`src/rtl/instruction_fetch.sv`:
```
// Instruction fetch stage: owns the PC, fetches words over a req/valid memory handshake and
// presents them to control_unit under valid/ready, handling redirects, stale responses and faults.
module instruction_fetch #(
  parameter int                  WORDSIZE         = 64,
  parameter int                  INSTRUCTION_SIZE = 32,
  parameter logic [WORDSIZE-1:0] PC_RESET         = {WORDSIZE{1'b0}}
) (
  input  logic                        clk,
  input  logic                        rst_n,
  output logic                        if_imem_req,
  output logic [WORDSIZE-1:0]         if_imem_addr,
  input  logic [INSTRUCTION_SIZE-1:0] if_imem_rdata,
  input  logic                        if_imem_valid,
  output logic [INSTRUCTION_SIZE-1:0] if_instruction,
  output logic                        if_instr_valid,
  input  logic                        if_cu_ready,
  output logic [WORDSIZE-1:0]         if_pc,
  input  logic                        if_redirect_en,
  input  logic [WORDSIZE-1:0]         if_redirect_pc,
  output logic                        if_fault,
  output logic [WORDSIZE-1:0]         if_retired
);

  typedef enum logic [2:0] {
    IDLE  = 3'd0,
    FETCH = 3'd1,
    ISSUE = 3'd2,
    DRAIN = 3'd3,
    HALT  = 3'd4
  } state_t;

  localparam logic [INSTRUCTION_SIZE-1:0] NOP = INSTRUCTION_SIZE'(32'h0000_0013);

  state_t                      state_q;
  logic [WORDSIZE-1:0]         pc_q;
  logic [WORDSIZE-1:0]         retired_q;
  logic [INSTRUCTION_SIZE-1:0] word_q;
  logic                        req_q;
  logic                        valid_q;
  logic                        fault_q;
  logic                        misaligned_s;

  function automatic logic is_misaligned(input logic [WORDSIZE-1:0] target);
    return (target[1:0] != 2'b00);
  endfunction

  assign misaligned_s = if_redirect_en & is_misaligned(if_redirect_pc);

  // Fetch FSM; req/valid/fault are produced as registers alongside the state.
  always_ff @(posedge clk or negedge rst_n) begin
    if (!rst_n) begin
      state_q   <= IDLE;
      pc_q      <= PC_RESET;
      retired_q <= {WORDSIZE{1'b0}};
      word_q    <= NOP;
      req_q     <= 1'b0;
      valid_q   <= 1'b0;
      fault_q   <= 1'b0;
    end else if (misaligned_s && state_q != HALT) begin
      // A misaligned target freezes the PC and parks the stage until reset.
      state_q <= HALT;
      fault_q <= 1'b1;
      req_q   <= 1'b0;
      valid_q <= 1'b0;
    end else begin
      case (state_q)
        IDLE: begin
          if (if_redirect_en) begin
            pc_q <= if_redirect_pc;
          end else begin
            pc_q <= pc_q;
          end
          state_q <= FETCH;
          req_q   <= 1'b1;
        end
        FETCH: begin
          if (if_redirect_en) begin
            pc_q <= if_redirect_pc;
            if (if_imem_valid) begin
              state_q <= FETCH;
              req_q   <= 1'b1;
            end else begin
              state_q <= DRAIN;
              req_q   <= 1'b0;
            end
          end else if (if_imem_valid) begin
            word_q  <= if_imem_rdata;
            state_q <= ISSUE;
            req_q   <= 1'b0;
            valid_q <= 1'b1;
          end else begin
            state_q <= FETCH;
          end
        end
        ISSUE: begin
          if (if_redirect_en) begin
            pc_q    <= if_redirect_pc;
            state_q <= FETCH;
            req_q   <= 1'b1;
            valid_q <= 1'b0;
          end else if (if_cu_ready) begin
            pc_q      <= pc_q + WORDSIZE'(4);
            retired_q <= retired_q + WORDSIZE'(1);
            state_q   <= FETCH;
            req_q     <= 1'b1;
            valid_q   <= 1'b0;
          end else begin
            state_q <= ISSUE;
          end
        end
        DRAIN: begin
          if (if_redirect_en) begin
            pc_q <= if_redirect_pc;
          end else begin
            pc_q <= pc_q;
          end
          // The one outstanding response belongs to the abandoned PC and is thrown away.
          if (if_imem_valid) begin
            state_q <= FETCH;
            req_q   <= 1'b1;
          end else begin
            state_q <= DRAIN;
          end
        end
        HALT: begin
          state_q <= HALT;
          req_q   <= 1'b0;
          valid_q <= 1'b0;
        end
        default: begin
          state_q <= HALT;
          fault_q <= 1'b1;
          req_q   <= 1'b0;
          valid_q <= 1'b0;
        end
      endcase
    end
  end

  assign if_imem_req    = req_q;
  assign if_imem_addr   = pc_q;
  assign if_pc          = pc_q;
  assign if_instr_valid = valid_q;
  assign if_fault       = fault_q;
  assign if_retired     = retired_q;
  assign if_instruction = valid_q ? word_q : NOP;

endmodule
```
`config.mk`:
```
export PLATFORM = sky130hd
export DESIGN_NAME = instruction_fetch
export DESIGN_NICKNAME = d
export VERILOG_FILES = /design/src/rtl/instruction_fetch.sv
export SDC_FILE = /design/constraint.sdc
export NUM_CORES = 1
export LEC_CHECK = 0
export BUFFER_PORTS_ARGS = -buffer_cell sky130_fd_sc_hd__buf_2
export CAP_MARGIN = 20
export CORE_MARGIN = 5
export CORE_UTILIZATION = 47
export CTS_CLUSTER_DIAMETER = 100
export CTS_CLUSTER_SIZE = 25
export DETAILED_ROUTE_END_ITERATION = 6
export PLACE_DENSITY = 0.76
export SLEW_MARGIN = 5
export SYNTH_ARGS = -nofsm -noshare
export SYNTH_HDL_FRONTEND = slang
export SYNTH_SLANG_ARGS = --single-unit
```
`constraint.sdc`:
```
create_clock -name clk -period 2.8 [get_ports clk]
set_input_delay 0 -clock clk [delete_from_list [all_inputs] [get_ports clk]]
set_output_delay 0 -clock clk [all_outputs]
set_load 0.005 [all_outputs]
```
==> results of run 1 <==
==> final timing paths <==
path	end	slack [ns]	cells past startpoint
worst max register to register	if_imem_addr[46]$_DFFE_PN0P_	0.25	6
worst min-delay path	if_imem_addr[53]$_DFFE_PN0P_	0.09	4
min in group asynchronous	if_retired[32]$_DFFE_PN0P_	0.15	2
worst max-delay path	if_imem_addr[46]$_DFFE_PN0P_	0.25	6
max in group asynchronous	if_imem_addr[26]$_DFFE_PN0P_	1.90	3
worst min register to register	if_retired[63]$_DFFE_PN0P_	0.48	1
==> critical path: stages (launching register included) <==
cell     delay (ns)
dfrtp_1        0.45
ha_1           0.25
nand3_1        0.15
or4_1          0.71
nor4_4         0.49
a32oi_1        0.17
o22a_1         0.21
==> cell type report <==
type	instances	area, sq um
clock inverters	14	189
flip-flops and latches	166	4160
clock buffers	18	429
multi-input cells	725	4670
diodes	1	2.50
repair buffers	451	2850
inverters	22	82.6
fillers	1671	7450
well taps	270	338
==> cell families after synthesis <==
group	after synthesis	share of synthesized area
simple gates	450	0.263
compound gates	173	0.118
buf+inv	139	0.0816
xor+xnor	63	0.0576
mux	34	0.0398
fa+ha+maj	5	0.00653
flops	166	0.434
==> layout by cell type (no fill, tap or decap), types with 5 or more instances in the layout <==
cell,count
o41ai_1,6
dfrtp_1,163
a32oi_1,8
a21oi_1,48
mux2_2,33
nor2_1,62
ha_1,5
or3_1,12
nand4_1,43
or4_1,10
clkbuf_16,17
dlygate4sd3_1,94
nand2_1,78
buf_4,27
or2_2,9
xnor2_1,27
xor2_1,36
a31oi_1,11
o22ai_1,15
a211oi_1,17
o21ai_0,25
and2_1,34
and4_1,18
nand3_1,56
inv_1,22
nor3_1,54
inv_6,6
buf_2,326
and3_1,12
a2bb2oi_1,6
nor4_1,25
==> cells in the mapped netlist (22+ instances only) <==
master    number  area [sq um]
inv_1         22          82.6
xnor2_1       27           236
xor2_1        36           315
mux2_2        33           372
nor3_1        55           275
clkbuf_1      32           120
nor4_1        25           156
nor2_1        62           233
dfrtp_1      163          4080
a21oi_1       49           245
nand2_1       78           293
nand4_1       43           269
and2_1        34           213
o21ai_0       25           125
nand3_1       56           280
buf_4         65           488
==> per-stage QoR <==
| stage | std cells | setup slack (ns) | instance area, sq um |
|---|---|---|---|
| after global routing | 1667 | 0.0577 | 12700 |
| after CTS | 1666 | 0.286 | 12700 |
| after floorplan | 1030 | 0.653 | 9590 |
| final | 1667 | 0.250 | 12700 |
| after global placement | 1540 | 0.370 | 11200 |
| after detailed placement | 1540 | 0.309 | 11200 |
==> power by group through the flow <==
stage | combinational [mW] | sequential [mW] | clock (mW)
global route | 0.967 | 2.80 | 2.64
floorplan | 0.480 | 2.76 | 0
finish | 0.875 | 2.78 | 2.49
CTS | 0.875 | 2.77 | 2.54
global placement | 0.762 | 2.80 | 0
detailed placement | 0.769 | 2.81 | 0
==> state kept, by name, summed over array words and instances, names as in the netlist <==
name and count:
if_instr_valid 1, if_imem_addr 64, state_q 3, if_retired 64, if_fault 1, word_q 32
if_imem_req 1
==> routing by layer <==
| layer | wire length, um | vias to the layer above | GRT usage |
|---|---|---|---|
| met1 | 12700 | 4669 | 0.339 |
| met3 | 2600 | 73 | 0.0639 |
| li1 | - | 4427 | - |
| met2 | 15900 | 498 | 0.454 |
| met4 | 900 | 2 | 0.0921 |
| met5 | 8 | - | 0 |
==> summary.txt, run 1 <==
Timing
  • Worst slew pin tran: just over 0.8 ns
  • Hold slack final: about 0.09 ns
  • # setup viols final: 0
  • Period Utilization, post-route: 0.911
  • Clock skew: 0.0191 ns
  • Slew Limit Fails: 0
  • Sum of negative setup slack: 0 ns
  • Slew HR: 0.453
  • Tmin final: 2.55 ns
  • Max Fclk: 0.392 GHz
  • Final-report hold violation count: 0
  • RSZ-0062 raised after global routing: no

Synth
  • Synthesized Nets: 1136
  • Syn Inst Count: between 1000 and 1500
  • Cell Area, Synth: 9590 sq um
  • Synthesized area per cell: about 9.3 sq um
  • Distinct cell type count after synthesis: 65
  • #FFs+latches synth: 166
  • Seq/Total Area, Yosys: 0.434
  • Synth Flop Type: dfrtp_1
  • Synth warnings: 0
  • Post-synth EDFFs: 0
  • Asr flop ratio synth: 1.00

Routing
  • DR pass1 iterations: 5
  • Final WL: 32100 um
  • DRT antenna net count: 0
  • Iter 0 DRT Violations: 884
  • Routed vias: 9669
  • Wirelength per Cell: 19.3 um
  • DR vias/cell: 5.80
  • Post-route DRC: 0

Floorplanning
  • DIE HEIGHT: 153 um
  • Die area: 23400 sq um
  • Row cnt: 52
  • Starting Density: 0.475
  • CORE AREA: a little over 20000 sq um
  • # IOs: approximately 330
  • Die Width: 153 um

Outcome
  • Outcome: complete, no violations

Min path
  • Worst hold path startpoint: if_redirect_pc[53]
  • Hold crit path type: in2reg

Finish
  • Layout overhead on the synthesized area: 32.7%
  • Nets: 1489
  • Post-layout util: 0.631
  • Layout cell share with drive strength beyond 1: 0.326

Worst setup path
  • CP Max Fanout: 7
  • CP Launch Type: flop
  • Critical Path RT: 3.11 ns
  • Critical path arrival: 2.86 ns
  • Setup Crit Path Kind: reg2reg
  • CP endpoint kind: flop
  • CP startpoint: if_imem_addr[2]$_DFFE_PN0P_
  • Worst R2R Start: if_imem_addr[2]$_DFFE_PN0P_

Power and ir drop
  • Clock Power Share: 0.405
  • Gate power share: 0.142
  • Pint: about 4.4 mW
  • Pwr Total: 6.14 mW
  • PwrDens: 483 nW/um^2
  • Switching pwr: 1.70 mW
  • Leakage power: roughly 6.1 nW
  • Sequential Power Share: 0.452
  • Peak VDD IR: between 300 and 400 uV
  • Switching part of the total: 0.277

Global routing
  • First-pass GRT wire length: 51500 um
  • Largest net degree at the start of global routing: 70
  • Overall Global Routing Usage: 0.268
  • Initial antenna violation count: 2
  • Number of global-route vias before repair: 9554
  • GRT Residual Overflow: 0

Flow run
  • Max Cap Viol: 0

Clocking
  • Setup bufs post-CTS: 0
  • H-tree levels: 4
  • Post_cts resized: 0
  • Max Buffers Root-to-Sink: 2
  • CTS sink count: 166
  • Number of buffers created by CTS: 17
  • CTS Hold Buffers Added: 94
  • Root Driver: clkbuf_16
  • Clk pin slew, worst setup/hold paths: 0.07 ns
  • Clk Latency, worst-skew pair: 0.43 ns
  • CTS tree: yes

Placed design
  • Dpl hpwl: around 22000 um
  • Final Wtd Congestion: 0.938
  • Port Buf Inserts: about 330
No activity file was read; power rests on OpenSTA's default activity.
==> inputs of run 2 (changes only) <==
--- a/config.mk
+++ b/config.mk
@@ -13,6 +13,7 @@
 export CTS_CLUSTER_SIZE = 25
 export DETAILED_ROUTE_END_ITERATION = 6
 export PLACE_DENSITY = 0.76
+export SKIP_LAST_GASP = 1
 export SLEW_MARGIN = 5
 export SYNTH_ARGS = -nofsm -noshare
 export SYNTH_HDL_FRONTEND = slang
==> constraint.sdc (replaced) <==
create_clock -name clk -period 2.8 [get_ports clk]
set_input_delay 0.28 -clock clk [delete_from_list [all_inputs] [get_ports clk]]
set_output_delay 0.28 -clock clk [all_outputs]
set_load 0.005 [all_outputs]
==> run 2 against run 1 <==
Effect of this change:
- first-iteration DRC count fell by 13%
- fmax rose by 0.11%
- sequential cell count did not move
- non-clock buffer count fell by 95
- register-to-register slack barely moved
- core utilization fell by 4.8 points
- critical path type unchanged
==> summary.txt, run 2 (synthesis results as in run 1) <==
Clocking
  • Number of buffers created by CTS: 17 (unchanged)
  • Setup bufs post-CTS: 0 (unchanged)
  • Root Driver: clkbuf_16
  • Clk Latency, worst-skew pair: 0.43 ns (about the same)
  • Post_cts resized: 0 (unchanged)
  • CTS sink count: 166 (unchanged)
  • CTS tree: yes
  • Max Buffers Root-to-Sink: 2 (unchanged)
  • H-tree levels: 4 (unchanged)
  • Clk pin slew, worst setup/hold paths: 0.07 ns (about the same)
  • CTS Hold Buffers Added: 1 (-99%)

Routing
  • Routed length on met1: 12100 um (-4.5%)
  • Routed wl met3: 2780 um (+6.8%)
  • Max layer used: met4
  • Post-route DRC: 0 (unchanged)
  • DR pass1 iterations: 5 (unchanged)
  • Routed vias: 9241 (-4.4%)
  • DR vias/cell: 5.88 (+1.4%)
  • Iter 0 DRT Violations: 765 (-13%)
  • Met2 Wirelength: 14500 um (-8.8%)
  • Final WL: 30100 um (-6.3%)
  • DRT antenna net count: 0 (unchanged)
  • Wirelength per Cell: 19.1 um (-0.61%)

Worst setup path
  • Worst R2R Start: if_imem_addr[2]$_DFFE_PN0P_
  • CP Capture Point: if_imem_addr[46]$_DFFE_PN0P_
  • CP endpoint kind: flop
  • CP top delay family: simple AND/OR/NAND/NOR gates
  • CP Launch Type: flop
  • Critical-path cell list: ha_1, nand3_1, or4_1, nor4_4, a32oi_1, o22a_1
  • CP Depth: 6 (unchanged)
  • Worst path max stage delay: 0.70 ns (about the same)
  • Critical Path RT: 3.12 ns (about the same)
  • CP max stage cell: or4_1
  • CP startpoint: if_imem_addr[2]$_DFFE_PN0P_
  • Critical path arrival: 2.86 ns (about the same)
  • Setup Crit Path Kind: reg2reg
  • CP Max Fanout: 7 (unchanged)
  • Worst path bufs/invs: 0 (unchanged)
  • R2r endpoint: if_imem_addr[46]$_DFFE_PN0P_
  • Reg-to-reg setup timing slack: 0.25 ns (about the same)
  • Worst R2R Path Depth: 6 (unchanged)

Timing
  • # setup viols final: 0 (unchanged)
  • RSZ-0062 raised after global routing: no
  • Clock skew: 0.0136 ns (-0.00553 ns)
  • Final-report hold violation count: 0 (unchanged)
  • Period Utilization, post-route: 0.910 (-0.000997)
  • Tmin final: 2.55 ns (-0.00279 ns)
  • Slew HR: 0.457 (+0.00407)
  • Max Fclk: 0.393 GHz (+0.11%)
  • Final WS setup: 0.253 ns (+0.00279 ns)
  • Sum of negative setup slack: 0 ns (unchanged)
  • Slew Limit Fails: 0 (unchanged)
  • Worst slew pin tran: 0.814 ns (-0.00611 ns)

Power and ir drop
  • Clock Power Share: 0.392 (-0.013)
  • Pint: 4.10 mW (-7.7%)
  • Pwr Total: 5.82 mW (-5.3%)
  • Leakage power: 5.66 nW (-7.1%)
  • PwrDens: 495 nW/um^2 (+2.6%)
  • Sequential Power Share: 0.477 (+0.025)
  • Peak VDD IR: 403 uV (+6.2%)
  • Switching part of the total: 0.295 (+0.0180)
  • Switching pwr: 1.72 mW (+0.83%)
  • Gate power share: 0.132 (-0.010)

Placed design
  • Final Wtd Congestion: 0.929 (-0.95%)
  • Port Buf Inserts: 327 (unchanged)
  • Pre-CTS WS: 0.308 ns (-0.000388 ns)
  • Dpl hpwl: 22100 um (-1.6%)

Global routing
  • First-pass GRT wire length: 48100 um (-6.6%)
  • Initial antenna violation count: 0 (-2)
  • GRT Residual Overflow: 0 (unchanged)
  • Overall Global Routing Usage: 0.251 (-0.0176)
  • Largest net degree at the start of global routing: 76 (+8.6%)
  • Number of global-route vias before repair: 8843 (-7.4%)

Floorplanning
  • CORE AREA: 20200 sq um (unchanged)
  • Row cnt: 52 (unchanged)
  • # IOs: 328 (unchanged)
  • Die Width: 153 um (unchanged)
  • Starting Density: 0.475 (unchanged)
  • Die area: 23400 sq um (unchanged)
  • DIE HEIGHT: 153 um (unchanged)

Finish
  • Commonest cells after routing, fill and taps aside: buf_2, dfrtp_1, nand2_1
  • Layout cell share with drive strength beyond 1: 0.348 (+0.0223)
  • Nets: 1394 (-6.4%)
  • Most common cell after layout, fill and taps aside: buf_2
  • Post-layout util: 0.582 (-0.0484)
  • Number of diodes: 0 (-1)
  • Layout overhead on the synthesized area: 22.5%

Min path
  • Worst hold path startpoint: if_imem_rdata[7]
  • Hold crit path type: in2reg

Flow run
  • Max Cap Viol: 0 (unchanged)

Outcome
  • Outcome: complete, no violations
[run 2: cell count changes in the layout (fill, tap and decap cells not counted), sizes merged]
| cell | previous run | this run |
|---|---|---|
| buf | 357 | 355 |
| bufinv | 3 | 0 |
| clkinv | 4 | 2 |
| clkinvlp | 0 | 4 |
| diode | 1 | 0 |
| dlygate4sd3 | 94 | 1 |
| inv | 29 | 30 |
[run 2: how the worst min path moves through the flow]
stage / end / slack [ns] / cells past startpoint
final: word_q[7]$_DFFE_PN0P_ / 0.08 / 2
after detailed placement: if_retired[32]$_DFFE_PN0P_ / 0.25 / 1
after floorplan: if_fault$_DFFE_PN0P_ / -0.02 / 0
after CTS: word_q[20]$_DFFE_PN0P_ / 0.06 / 2
after global routing: word_q[20]$_DFFE_PN0P_ / 0.06 / 2
after global placement: if_retired[34]$_DFFE_PN0P_ / 0.25 / 1
[run 2: layout make-up]
type / instances / area [sq um]
clock inverter: 14 / 135
tap: 270 / 338
fill: 1744 / 8430
sequential: 166 / 4160
multi-input combinational: 725 / 4670
timing repair buffer: 356 / 1930
clock buffer: 18 / 429
inverter: 22 / 82.6
[run 2: per-stage QoR]
| step | cell area, sq um | hold WS (ns) | cells |
|---|---|---|---|
| floorplan | 9590 | -0.0156 | 1030 |
| global placement | 11200 | 0.250 | 1538 |
| detailed placement | 11200 | 0.252 | 1538 |
| CTS | 11700 | 0.0620 | 1571 |
| global route | 11700 | 0.0613 | 1571 |
| finish | 11700 | 0.0813 | 1571 |
[run 2: power by group through the flow]
stage	Clock (mW)	Combinational [mW]	Sequential (mW)
final	2.28	0.765	2.77
after global placement	0	0.761	2.80
after CTS	2.32	0.775	2.77
after detailed placement	0	0.770	2.81
after global routing	2.44	0.852	2.80
after floorplan	0	0.480	2.76
[run 2: metal layers]
layer,global-route usage,vias to the layer above
met5,0,-
met4,0.0759,0
met3,0.0594,54
met2,0.407,492
met1,0.336,4453
li1,-,4242
==> inputs of run 3 (changes only) <==
--- a/config.mk
+++ b/config.mk
@@ -5,6 +5,7 @@
 export SDC_FILE = /design/constraint.sdc
 export NUM_CORES = 1
 export LEC_CHECK = 0
+export ABC_AREA = 1
 export BUFFER_PORTS_ARGS = -buffer_cell sky130_fd_sc_hd__buf_2
 export CAP_MARGIN = 20
 export CORE_MARGIN = 5
@@ -12,7 +13,7 @@
 export CTS_CLUSTER_DIAMETER = 100
 export CTS_CLUSTER_SIZE = 25
 export DETAILED_ROUTE_END_ITERATION = 6
-export PLACE_DENSITY = 0.76
+export PLACE_DENSITY = 0.73
 export SKIP_LAST_GASP = 1
 export SLEW_MARGIN = 5
 export SYNTH_ARGS = -nofsm -noshare
==> run 3 against run 2 <==
Effect of this change:
- fmax rose by 18%
- total power fell by 13%
- clock skew rose by 0.0036 ns
- first-iteration DRC count rose by 30%
- core utilization fell by 1.2 points
- area after synthesis rose by 18%
- global-route usage rose by 3.9 points
- highest routed layer is now met5
- non-clock buffer count fell by 15
- combinational power fell by 68%
- critical path depth rose by 3
==> summary.txt, run 3 <==
Outcome
  • Outcome: complete, no violations

Synth
  • Simple logic cell fraction of the synthesized area: 0.382 (+0.119)
  • Largest family of logic cells by synthesized area: simple AND/OR/NAND/NOR gates
  • Most frequent cell after synthesis: nand2_1
  • Synthesized area per cell: 6.66 sq um (-28%)
  • Yosys top cell area share: 0.361 (-0.0649)
  • Post-synth EDFFs: 0 (unchanged)
  • Post-synth top cells: nand2_1, nor2_1, inv_1, dfrtp_1, nand3_1
  • Synth Area in XOR/XNOR: 0.0457 (-0.0119)
  • Synth warnings: 0 (unchanged)
  • Asr flop ratio synth: 1.00 (unchanged)
  • Mux contribution to synthesized area: 0.0319 (-0.00795)
  • Synthesized Nets: 1805 (+59%)
  • Adder-Cell Fraction of Synth Area: 0.00553 (-0.000996)
  • #FFs+latches synth: 166 (unchanged)
  • Syn Inst Count: 1699 (+65%)
  • Ranking of synthesized cells by area: dfrtp_1, nand2_1, nor2_1, inv_1, nand3_1
  • Compound-cell area share of the yosys netlist: 0.0529 (-0.0651)
  • Synth Flop Type: dfrtp_1
  • Seq/Total Area, Yosys: 0.368 (-0.0662)
  • Cell Area, Synth: 11300 sq um (+18%)
  • Yosys top cell by area: dfrtp_1
  • Distinct cell type count after synthesis: 36 (-45%)

Worst setup path
  • CP startpoint: if_imem_addr[2]$_DFFE_PN0P_
  • CP endpoint kind: flop
  • CP Launch Type: flop
  • Critical path arrival: 2.47 ns (-0.39 ns)
  • Setup Crit Path Kind: reg2reg
  • Worst R2R Start: if_imem_addr[2]$_DFFE_PN0P_
  • CP Max Fanout: 9 (+2)
  • Critical Path RT: 3.12 ns (about the same)

Placed design
  • Dpl cells: 2258 (+47%)
  • Dpl hpwl: 31900 um (+45%)
  • Final Wtd Congestion: 1.04 (+12%)
  • Pre-CTS WS: 0.703 ns (+0.395 ns)
  • Port Buf Inserts: 327 (unchanged)

Timing
  • # setup viols final: 0 (unchanged)
  • Clock skew: 0.0172 ns (+0.00365 ns)
  • Period Utilization, post-route: 0.770 (-0.139)
  • Sum of negative setup slack: 0 ns (unchanged)
  • Max Fclk: 0.464 GHz (+18%)
  • Final WS setup: 0.643 ns (+0.391 ns)
  • Slew Limit Fails: 0 (unchanged)
  • Worst slew pin tran: 0.628 ns (-0.186 ns)
  • Final-report hold violation count: 0 (unchanged)
  • Slew HR: 0.581 (+0.124)
  • RSZ-0062 raised after global routing: no
  • Tmin final: 2.16 ns (-0.391 ns)

Routing
  • Final WL: 40300 um (+34%)
  • Wirelength per Cell: 17.6 um (-8.3%)
  • DRT antenna net count: 0 (unchanged)
  • Post-route DRC: 0 (unchanged)
  • DR pass1 iterations: 6 (+1)
  • Routed vias: 11875 (+29%)
  • DR vias/cell: 5.18 (-12%)
  • Iter 0 DRT Violations: 997 (+30%)

Power and ir drop
  • PwrDens: 374 nW/um^2 (-25%)
  • Leakage power: 7.13 nW (+26%)
  • Peak VDD IR: 380 uV (-5.5%)

Global routing
  • GRT Residual Overflow: 0 (unchanged)
  • First-pass GRT wire length: 61400 um (+28%)
  • Initial antenna violation count: 6 (+6)
  • Routing usage on met1: 0.364 (+0.0282)
  • Overall Global Routing Usage: 0.290 (+0.0394)
  • GR peak layer: met2
  • GR Layer Usage met2: 0.506 (+0.0994)
  • Largest net degree at the start of global routing: 92 (+21%)
  • Number of global-route vias before repair: 11272 (+27%)
  • Met3 GRT Util: 0.0501 (-0.00924)

Clocking
  • Number of buffers created by CTS: 17 (unchanged)
  • H-tree levels: 4 (unchanged)
  • CTS Hold Buffers Added: 1 (unchanged)
  • Clk pin slew, worst setup/hold paths: 0.07 ns (about the same)
  • Root Driver: clkbuf_16
  • Max Buffers Root-to-Sink: 2 (unchanged)
  • Clk Latency, worst-skew pair: 0.44 ns (about the same)
  • Setup bufs post-CTS: 0 (unchanged)
  • Post_cts resized: 0 (unchanged)
  • CTS tree: yes
  • CTS sink count: 166 (unchanged)

Finish
  • Post-route insts no fill: 2292 (+46%)
  • Layout overhead on the synthesized area: 19.1%
  • Nets: 2065 (+48%)
  • Commonest cells after routing, fill and taps aside: nand2_1, buf_2, nor2_1
  • Layout cell share with drive strength beyond 1: 0.224 (-0.125)
  • Most common cell after layout, fill and taps aside: nand2_1

Floorplanning
  • CORE AREA: 23600 sq um (+17%)
  • Row cnt: 56 (+7.7%)
  • Starting Density: 0.479 (+0.00377)
  • Die Width: 165 um (+8.1%)
  • Die area: 27300 sq um (+17%)
  • DIE HEIGHT: 165 um (+8.1%)
  • # IOs: 328 (unchanged)

Min path
  • Worst hold path startpoint: if_imem_rdata[2]
  • Hold crit path type: in2reg

Flow run
  • Max Cap Viol: 0 (unchanged)
## run 3: changes by cell type after synthesis, sizes merged, moves of 35 or more
| cell | delta |
|---|---|
| inv | +150 |
| o21ai | +44 |
| nor2 | +269 |
| nand3 | +44 |
| nand2 | +489 |
| and2 | -35 |
| nor3 | -39 |
## run 3: layout make-up
class	count	area (sq um)
Fill cell	2391	10100
Multi-Input combinational cell	1261	5860
Sequential cell	166	4160
Timing Repair Buffer	341	1800
Inverter	172	646
Clock buffer	18	439
Tap cell	319	399
Clock inverter	14	160
Antenna cell	1	2.50
## run 3: critical path: stages (launching register included)
cell	delay, ns
dfrtp_1	0.47
ha_1	0.20
nand2_1	0.14
nor2_4	0.24
nand2_1	0.18
nor2_2	0.34
nand2_1	0.11
xnor2_1	0.14
o21ai_0	0.14
nand2_1	0.06
## run 3: kinds of logic after synthesis
kind of cell | Yosys count
adders and majority gates | 5
muxes | 32
xor gates and xnor gates | 59
DFF | 166
buffers and inverters | 272
and+or+nand+nor | 1053
AOI/OAI and AO/OA | 112
## run 3: per-stage QoR
step                       util  hold slack (ns)  area (sq um)  power (mW)
final                     0.570           0.0737         13500        5.03
after global routing      0.570           0.0639         13500        5.20
after CTS                 0.570           0.0603         13500        5.07
after detailed placement  0.544            0.311         12900        2.70
after global placement    0.544            0.301         12900        2.70
after floorplan               -          -0.0156         11300        2.53
## run 3: final timing paths
| check | slack (ns) | endpoint | cells after the start |
|---|---|---|---|
| max reg2reg | 0.64 | if_imem_addr[22]$_DFFE_PN0P_ | 9 |
| min | 0.07 | word_q[2]$_DFFE_PN0P_ | 2 |
| min reg2reg | 0.47 | if_fault$_DFFE_PN0P_ | 1 |
| min in group asynchronous | 0.39 | if_retired[40]$_DFFE_PN0P_ | 2 |
| max in group asynchronous | 1.66 | if_retired[26]$_DFFE_PN0P_ | 3 |
| max | 0.64 | if_imem_addr[22]$_DFFE_PN0P_ | 9 |
## run 3: where the power goes
part | switching [mW] | internal, mW
logic | 0.152 | 0.0922
clock network | 1.16 | 1.22
registers | 0.0106 | 2.40
total | 1.32 | 3.71
## run 3: layer usage
metal  part of all wire  up-vias
li1                   -     5762
met1               0.39     5470
met2               0.48      555
met3              0.090       78
met4              0.030       10
met5             0.0017        -
